===== src/rtl/pool_window_feeder.sv =====
// Feeds 2x4 pixel windows to the pooler: buffers each even row, then pairs it with
// the following odd row and emits one 8-word group for every 4 odd-row pixels.
module pool_window_feeder #(
    parameter int DW    = 16,
    parameter int MAX_W = 28
) (
    input  logic          clk,
    input  logic          rst_fsm,
    input  logic          cfg_start,
    input  logic [4:0]    cfg_width,
    input  logic [4:0]    cfg_height,
    output logic          cfg_err,
    input  logic          s_valid,
    output logic          s_ready,
    input  logic [DW-1:0] s_data,
    output logic          start,
    output logic          en,
    output logic          done,
    output logic [4:0]    size_1,
    output logic [4:0]    size_2,
    output logic [DW-1:0] d_0,
    output logic [DW-1:0] d_1,
    output logic [DW-1:0] d_2,
    output logic [DW-1:0] d_3,
    output logic [DW-1:0] d_4,
    output logic [DW-1:0] d_5,
    output logic [DW-1:0] d_6,
    output logic [DW-1:0] d_7
);

    typedef enum logic [1:0] {
        IDLE,
        ROW_EVEN,
        ROW_ODD
    } state_t;

    state_t state, state_nxt;

    logic [4:0]    col;
    logic [4:0]    row;
    logic [4:0]    grp_base;
    logic [DW-1:0] linebuf [0:MAX_W-1];
    logic [DW-1:0] sr_0, sr_1, sr_2;

    logic cfg_legal;
    logic cfg_take;
    logic accept;
    logic last_col;
    logic last_row;
    logic group_end;

    assign cfg_legal = (cfg_width[1:0] == 2'b00) && (cfg_width != '0) &&
                       (32'(cfg_width) <= MAX_W) &&
                       (cfg_height[0] == 1'b0) && (cfg_height != '0);
    assign cfg_take  = (state == IDLE) && cfg_start && cfg_legal;
    assign s_ready   = (state != IDLE);
    assign accept    = s_valid && s_ready;
    assign last_col  = (col == size_1 - 5'd1);
    assign last_row  = (row == size_2 - 5'd1);
    assign group_end = accept && (state == ROW_ODD) && (col[1:0] == 2'b11);
    assign grp_base  = {col[4:2], 2'b00};

    always_ff @(posedge clk or posedge rst_fsm) begin
        if (rst_fsm) begin
            state <= IDLE;
        end else begin
            state <= state_nxt;
        end
    end

    always_comb begin
        state_nxt = state;
        case (state)
            IDLE:     if (cfg_take) state_nxt = ROW_EVEN;
            ROW_EVEN: if (accept && last_col) state_nxt = ROW_ODD;
            ROW_ODD:  if (accept && last_col) state_nxt = last_row ? IDLE : ROW_EVEN;
            default:  state_nxt = IDLE;
        endcase
    end

    always_ff @(posedge clk or posedge rst_fsm) begin
        if (rst_fsm) begin
            cfg_err <= 1'b0;
            start   <= 1'b0;
            en      <= 1'b0;
            done    <= 1'b0;
            size_1  <= '0;
            size_2  <= '0;
            col     <= '0;
            row     <= '0;
            sr_0    <= '0;
            sr_1    <= '0;
            sr_2    <= '0;
            d_0     <= '0;
            d_1     <= '0;
            d_2     <= '0;
            d_3     <= '0;
            d_4     <= '0;
            d_5     <= '0;
            d_6     <= '0;
            d_7     <= '0;
        end else begin
            cfg_err <= (state == IDLE) && cfg_start && !cfg_legal;
            start   <= cfg_take;
            en      <= group_end;
            done    <= group_end && last_col && last_row;

            if (cfg_take) begin
                size_1 <= cfg_width;
                size_2 <= cfg_height;
                col    <= '0;
                row    <= '0;
            end else if (accept) begin
                if (last_col) begin
                    col <= '0;
                    row <= row + 5'd1;
                end else begin
                    col <= col + 5'd1;
                end
            end

            if (accept && (state == ROW_ODD)) begin
                sr_0 <= sr_1;
                sr_1 <= sr_2;
                sr_2 <= s_data;
            end

            // The 4th pixel bypasses the shift register so the group leaves one cycle after it.
            if (group_end) begin
                d_0 <= linebuf[grp_base];
                d_1 <= linebuf[grp_base + 5'd1];
                d_2 <= linebuf[grp_base + 5'd2];
                d_3 <= linebuf[grp_base + 5'd3];
                d_4 <= sr_0;
                d_5 <= sr_1;
                d_6 <= sr_2;
                d_7 <= s_data;
            end
        end
    end

    always_ff @(posedge clk) begin
        if (accept && (state == ROW_EVEN)) begin
            linebuf[col] <= s_data;
        end
    end

endmodule


===== config.mk =====
export PLATFORM = sky130hd
export DESIGN_NAME = pool_window_feeder
export DESIGN_NICKNAME = d
export VERILOG_FILES = /design/src/rtl/pool_window_feeder.sv
export SDC_FILE = /design/constraint.sdc
export NUM_CORES = 1
export LEC_CHECK = 0
export ABC_AREA = 1
export CELL_PAD_IN_SITES_DETAIL_PLACEMENT = 1
export CELL_PAD_IN_SITES_GLOBAL_PLACEMENT = 1
export CORE_UTILIZATION = 43
export CTS_BUF_LIST = sky130_fd_sc_hd__clkbuf_16
export CTS_CLUSTER_SIZE = 24
export DETAILED_ROUTE_END_ITERATION = 12
export PLACE_DENSITY = 0.8
export REMOVE_ABC_BUFFERS = 1
export SETUP_SLACK_MARGIN = 0.15
export SYNTH_ARGS = -nofsm -noshare
export SYNTH_HDL_FRONTEND = slang
export SYNTH_SLANG_ARGS = --single-unit

===== constraint.sdc =====
create_clock -name clk -period 6.6 [get_ports clk]
set_input_delay 1.32 -clock clk [delete_from_list [all_inputs] [get_ports clk]]
set_output_delay 1.32 -clock clk [all_outputs]
set_load 0.02 [all_outputs]

==> out/qor_table.md <==
| Result | Value | Unit |
|---|---|---|
| Status | finished, final reports clean | - |
| Remaining Overflow, GRT | 0 | - |
| ANT cells | 0 | - |
| Total clock buffers created by CTS | 69 | - |
| Number of search-and-repair iterations in the first detailed-routing pass | 5 | - |
| TritonCTS clock tree | done | - |
| XOR/XNOR share of the synthesized area | 0.002059 | - |
| Delay of the slowest critical-path stage | 0.98 | ns |
| Pwr Total | 12.34 | mW |
| Mux contribution to synthesized area | 0 | - |
| Synthesis Warnings | 0 | - |
| Number of max-cap violations | 0 | - |
| Fraction of the mapped netlist area in compound gates | 0.07397 | - |
| Endpoint arrival time on the critical path | 4.68 | ns |
| Area share of the largest cell type after synthesis | 0.5270 | - |
| Area of the multi-input gates | 5756 | um2 |
| Flip-flop cell with the highest count after synthesis | edfxtp_1 | - |
| Post-Route Utilization | 0.5171 | - |
| Type of element capturing the critical path | register | - |
| Post-CTS setup buffer count | 0 | - |
| Number of enable flip-flop cells after synthesis | 448 | - |
| Least-Margin Pin Slew | 1.307 | ns |
| Ports | 173 | - |
| Layout Skew | 0.01948 | ns |
| Share of layout cells above drive strength 1 | 0.09618 | - |
| Average detailed-routed wire length per instance | 25.08 | um |
| Simple-gate portion of the synthesized area | 0.1438 | - |
| Fmax | 238.3 | MHz |
| Adder and majority cell fraction of the synthesized area | 0.003431 | - |
| Post-Syn Instances | 2062 | - |
| Die area | 60340 | um2 |
| Met1 Track Usage GR | 0.3234 | - |
| Sequential share of the synthesized area | 0.7251 | - |
| Die Ht | 245.6 | um |
| Via count of the first global-routing pass | 18860 | - |
| Final-report setup violation count | 0 | - |
| Starting utilization of the core area | 0.4391 | - |
| Post-DP HPWL | 41400 | um |
| Cell types occupying the most area after synthesis | edfxtp_1 (53%), dfrtp_1 (20%), nand2_1 (5.6%) | - |
| Main combinational cell family by area after synthesis | simple AND/OR/NAND/NOR gates | - |
| Post-synth top area cell | edfxtp_1 | - |
| Top-count cell post-synth | edfxtp_1 | - |
| Pin count of the biggest net entering global routing | 107 | - |
| Total vias in the final route | 17400 | - |
| Rel. slew slack | 0.1263 | - |
| Post-CTS resize count | 0 | - |
| Met3 Use GR | 0.04736 | - |
| Class of the tightest hold or removal check | register to register | - |
| Origin of the critical flop-to-flop path | col[4]$_DFFE_PP0P_ | - |
| Met2 GRT Util | 0.4481 | - |
| Share of synthesized registers carrying an async set or reset | 0.3108 | - |
| Post-cts hold buffer count | 0 | - |
| Antenna violations before repair | 1 | - |
| Initial detailed-routing violation count | 1527 | - |
| Sort of element at the start of the critical path | input port | - |
| Synthesized area | 25530 | um2 |
| First-pass GRT wire length | 115400 | um |
| Lkg Pwr | 11.72 | nW |
| Critical Path Fanout Max | 106 | - |
| Global-route layer with the greatest usage | met2 | - |
| Top cells by instance count after synthesis | edfxtp_1 (448), nand2_1 (382), dfrtp_1 (202) | - |
| Die X | 245.6 | um |
| Final critical-path required period | 4.197 | ns |
| Synthesis-stage register bit count | 650 | - |
| Total number of clock tree sinks | 650 | - |
| I/O Buffers | 172 | - |
| Critical path class | input port to register | - |
| Avg Inst Size Synth | 12.38 | um2 |
| Longest Clk Path Bufs | 3 | - |
| Worst endpoint required time | 7.09 | ns |
| Overall fraction of global-route tracks in use | 0.2569 | - |
| Fin crit share | 0.6358 | - |
| Placer Congestion | 0.7723 | - |
| Number of design rule violations left after detail routing | 0 | - |
| Capture point of the worst path | d_2[3]$_DFFE_PP0P_ | - |
| R2r setup slk | 2.73 | ns |
| Reg clk slew, reported paths | 0.06 | ns |
| Final count of hold timing violations | 0 | - |
| Clock H-tree levels | 3 | - |
| Cell-by-cell listing of the critical path | clkdlybuf4s50_1 -> inv_2 -> nor2_8 -> nand2_8 -> clkinv_2 -> buf_4 -> or2_2 -> o21a_1 | - |
| Vias per inst | 5.721 | - |
| Cell at the root of the clock tree | clkbuf_16 | - |
| Worst-case vdd ir drop | 0.2845 | mV |
| Depth of the most critical reg-to-reg path | 9 | - |
| Unrepaired setup endpoints after global routing | no | - |
| Total Routed Length | 76300 | um |
| Cell Pwr Density | 410.5 | nW/um2 |
| Capture point of the worst reg-to-reg path | d_3[1]$_DFFE_PP0P_ | - |
| Area of the core | 58140 | um2 |
| Number of nets in the final layout | 2259 | - |
| Filler instances | 5920 | - |
| Yosys cell types | 39 | - |
| Register Area | 18510 | um2 |
| Summed negative setup slack over all endpoints | 0 | ns |
| Syn-to-layout area delta | 17.76 | % |
| Worst-path cell with the longest stage delay | clkinv_2 | - |
| Number of max-slew violations in the final report | 0 | - |
| Std cell rows | 88 | - |
| DRT antenna net count | 0 | - |
| Timing startpoint of the critical path | s_valid | - |
| Clock network latency to the later pin of the worst-skew pair | 0.60 | ns |
-- worst min path at each step --
stage | endpoint | start | slack [ns] | cells past startpoint
finish | d_4[8]$_DFFE_PP0P_ | sr_0[8]$_DFFE_PP0P_ | 0.47 | 2
global placement | d_4[11]$_DFFE_PP0P_ | sr_0[11]$_DFFE_PP0P_ | 0.45 | 2
detailed placement | d_4[5]$_DFFE_PP0P_ | sr_0[5]$_DFFE_PP0P_ | 0.47 | 2
floorplan | d_4[0]$_DFFE_PP0P_ | sr_0[0]$_DFFE_PP0P_ | 0.44 | 2
CTS | d_4[5]$_DFFE_PP0P_ | sr_0[5]$_DFFE_PP0P_ | 0.48 | 2
global route | d_4[5]$_DFFE_PP0P_ | sr_0[5]$_DFFE_PP0P_ | 0.50 | 2
-- final cells by class --
class,count,area share
sequential,650,0.6159
multi-input combinational,1113,0.1915
timing repair buffer,214,0.06776
clock buffer,72,0.05994
tap,765,0.03184
inverter,174,0.02210
clock inverter,54,0.01099
-- per-layer routing --
| layer | wire length (um) | vias to the layer above |
|---|---|---|
| met5 | 13 | - |
| met4 | 2008 | 2 |
| met3 | 5155 | 150 |
| met2 | 38770 | 687 |
| met1 | 30350 | 8981 |
| li1 | - | 7584 |
-- cells by family after synthesis --
group | after synthesis
DFF | 650
xor gates and xnor gates | 6
adders and majority gates | 7
buffers and inverters | 299
and+or+nand+nor | 800
AOI/OAI and AO/OA | 300
-- registers in the layout, summed over array words and instances, names as in the netlist, 16 cells and up --
signal,cells
linebuf,448
d_0,16
d_1,16
d_2,16
d_3,16
d_4,16
d_5,16
d_6,16
d_7,16
sr_0,16
sr_1,16
sr_2,16
-- worst max-delay path: cells and delay by family --
family          cells  cell delay (ns)
simple gates        3             1.01
buf+inv             4             2.16
compound gates      1             0.11
-- cells in the final DEF (no fill, tap or decap), drive strengths merged, types with 2 or more instances in the layout --
master / Yosys / layout
nand4: 93 / 93
nand3: 182 / 182
o22ai: 20 / 20
dfrtp: 202 / 202
buf: 94 / 42
o211ai: 6 / 6
edfxtp: 448 / 448
nor3: 2 / 2
clkbuf: 31 / 72
o21a: 42 / 42
xor2: 4 / 4
inv: 174 / 196
ha: 7 / 7
o21ai: 103 / 103
o2111ai: 41 / 41
nor2: 94 / 94
or2: 42 / 42
nand2: 386 / 386
bufinv: 0 / 3
a21oi: 62 / 62
a2bb2oi: 17 / 17
xnor2: 2 / 2
clkinv: 0 / 28
clkdlybuf4s50: 0 / 172
a211oi: 8 / 8
-- per-stage QoR --
step                      setup slack (ns)  hold WS [ns]  cell area, um2  cells
after floorplan                    -0.2307        0.4422           24860   1937
after detailed placement             1.851        0.4655           27930   2916
after global placement               1.979        0.4528           27930   2916
after CTS                            2.492        0.4779           30060   3042
final                                2.403        0.4692           30060   3042
after global routing                 2.297        0.4975           30060   3042
-- report_power, final --
part           switching (mW)  internal [mW]  total, mW
registers               0.411           4.92       5.33
clock network            1.62           2.09       3.71
logic                    2.18           1.12       3.30
No activity file was read; power rests on OpenSTA's default activity.
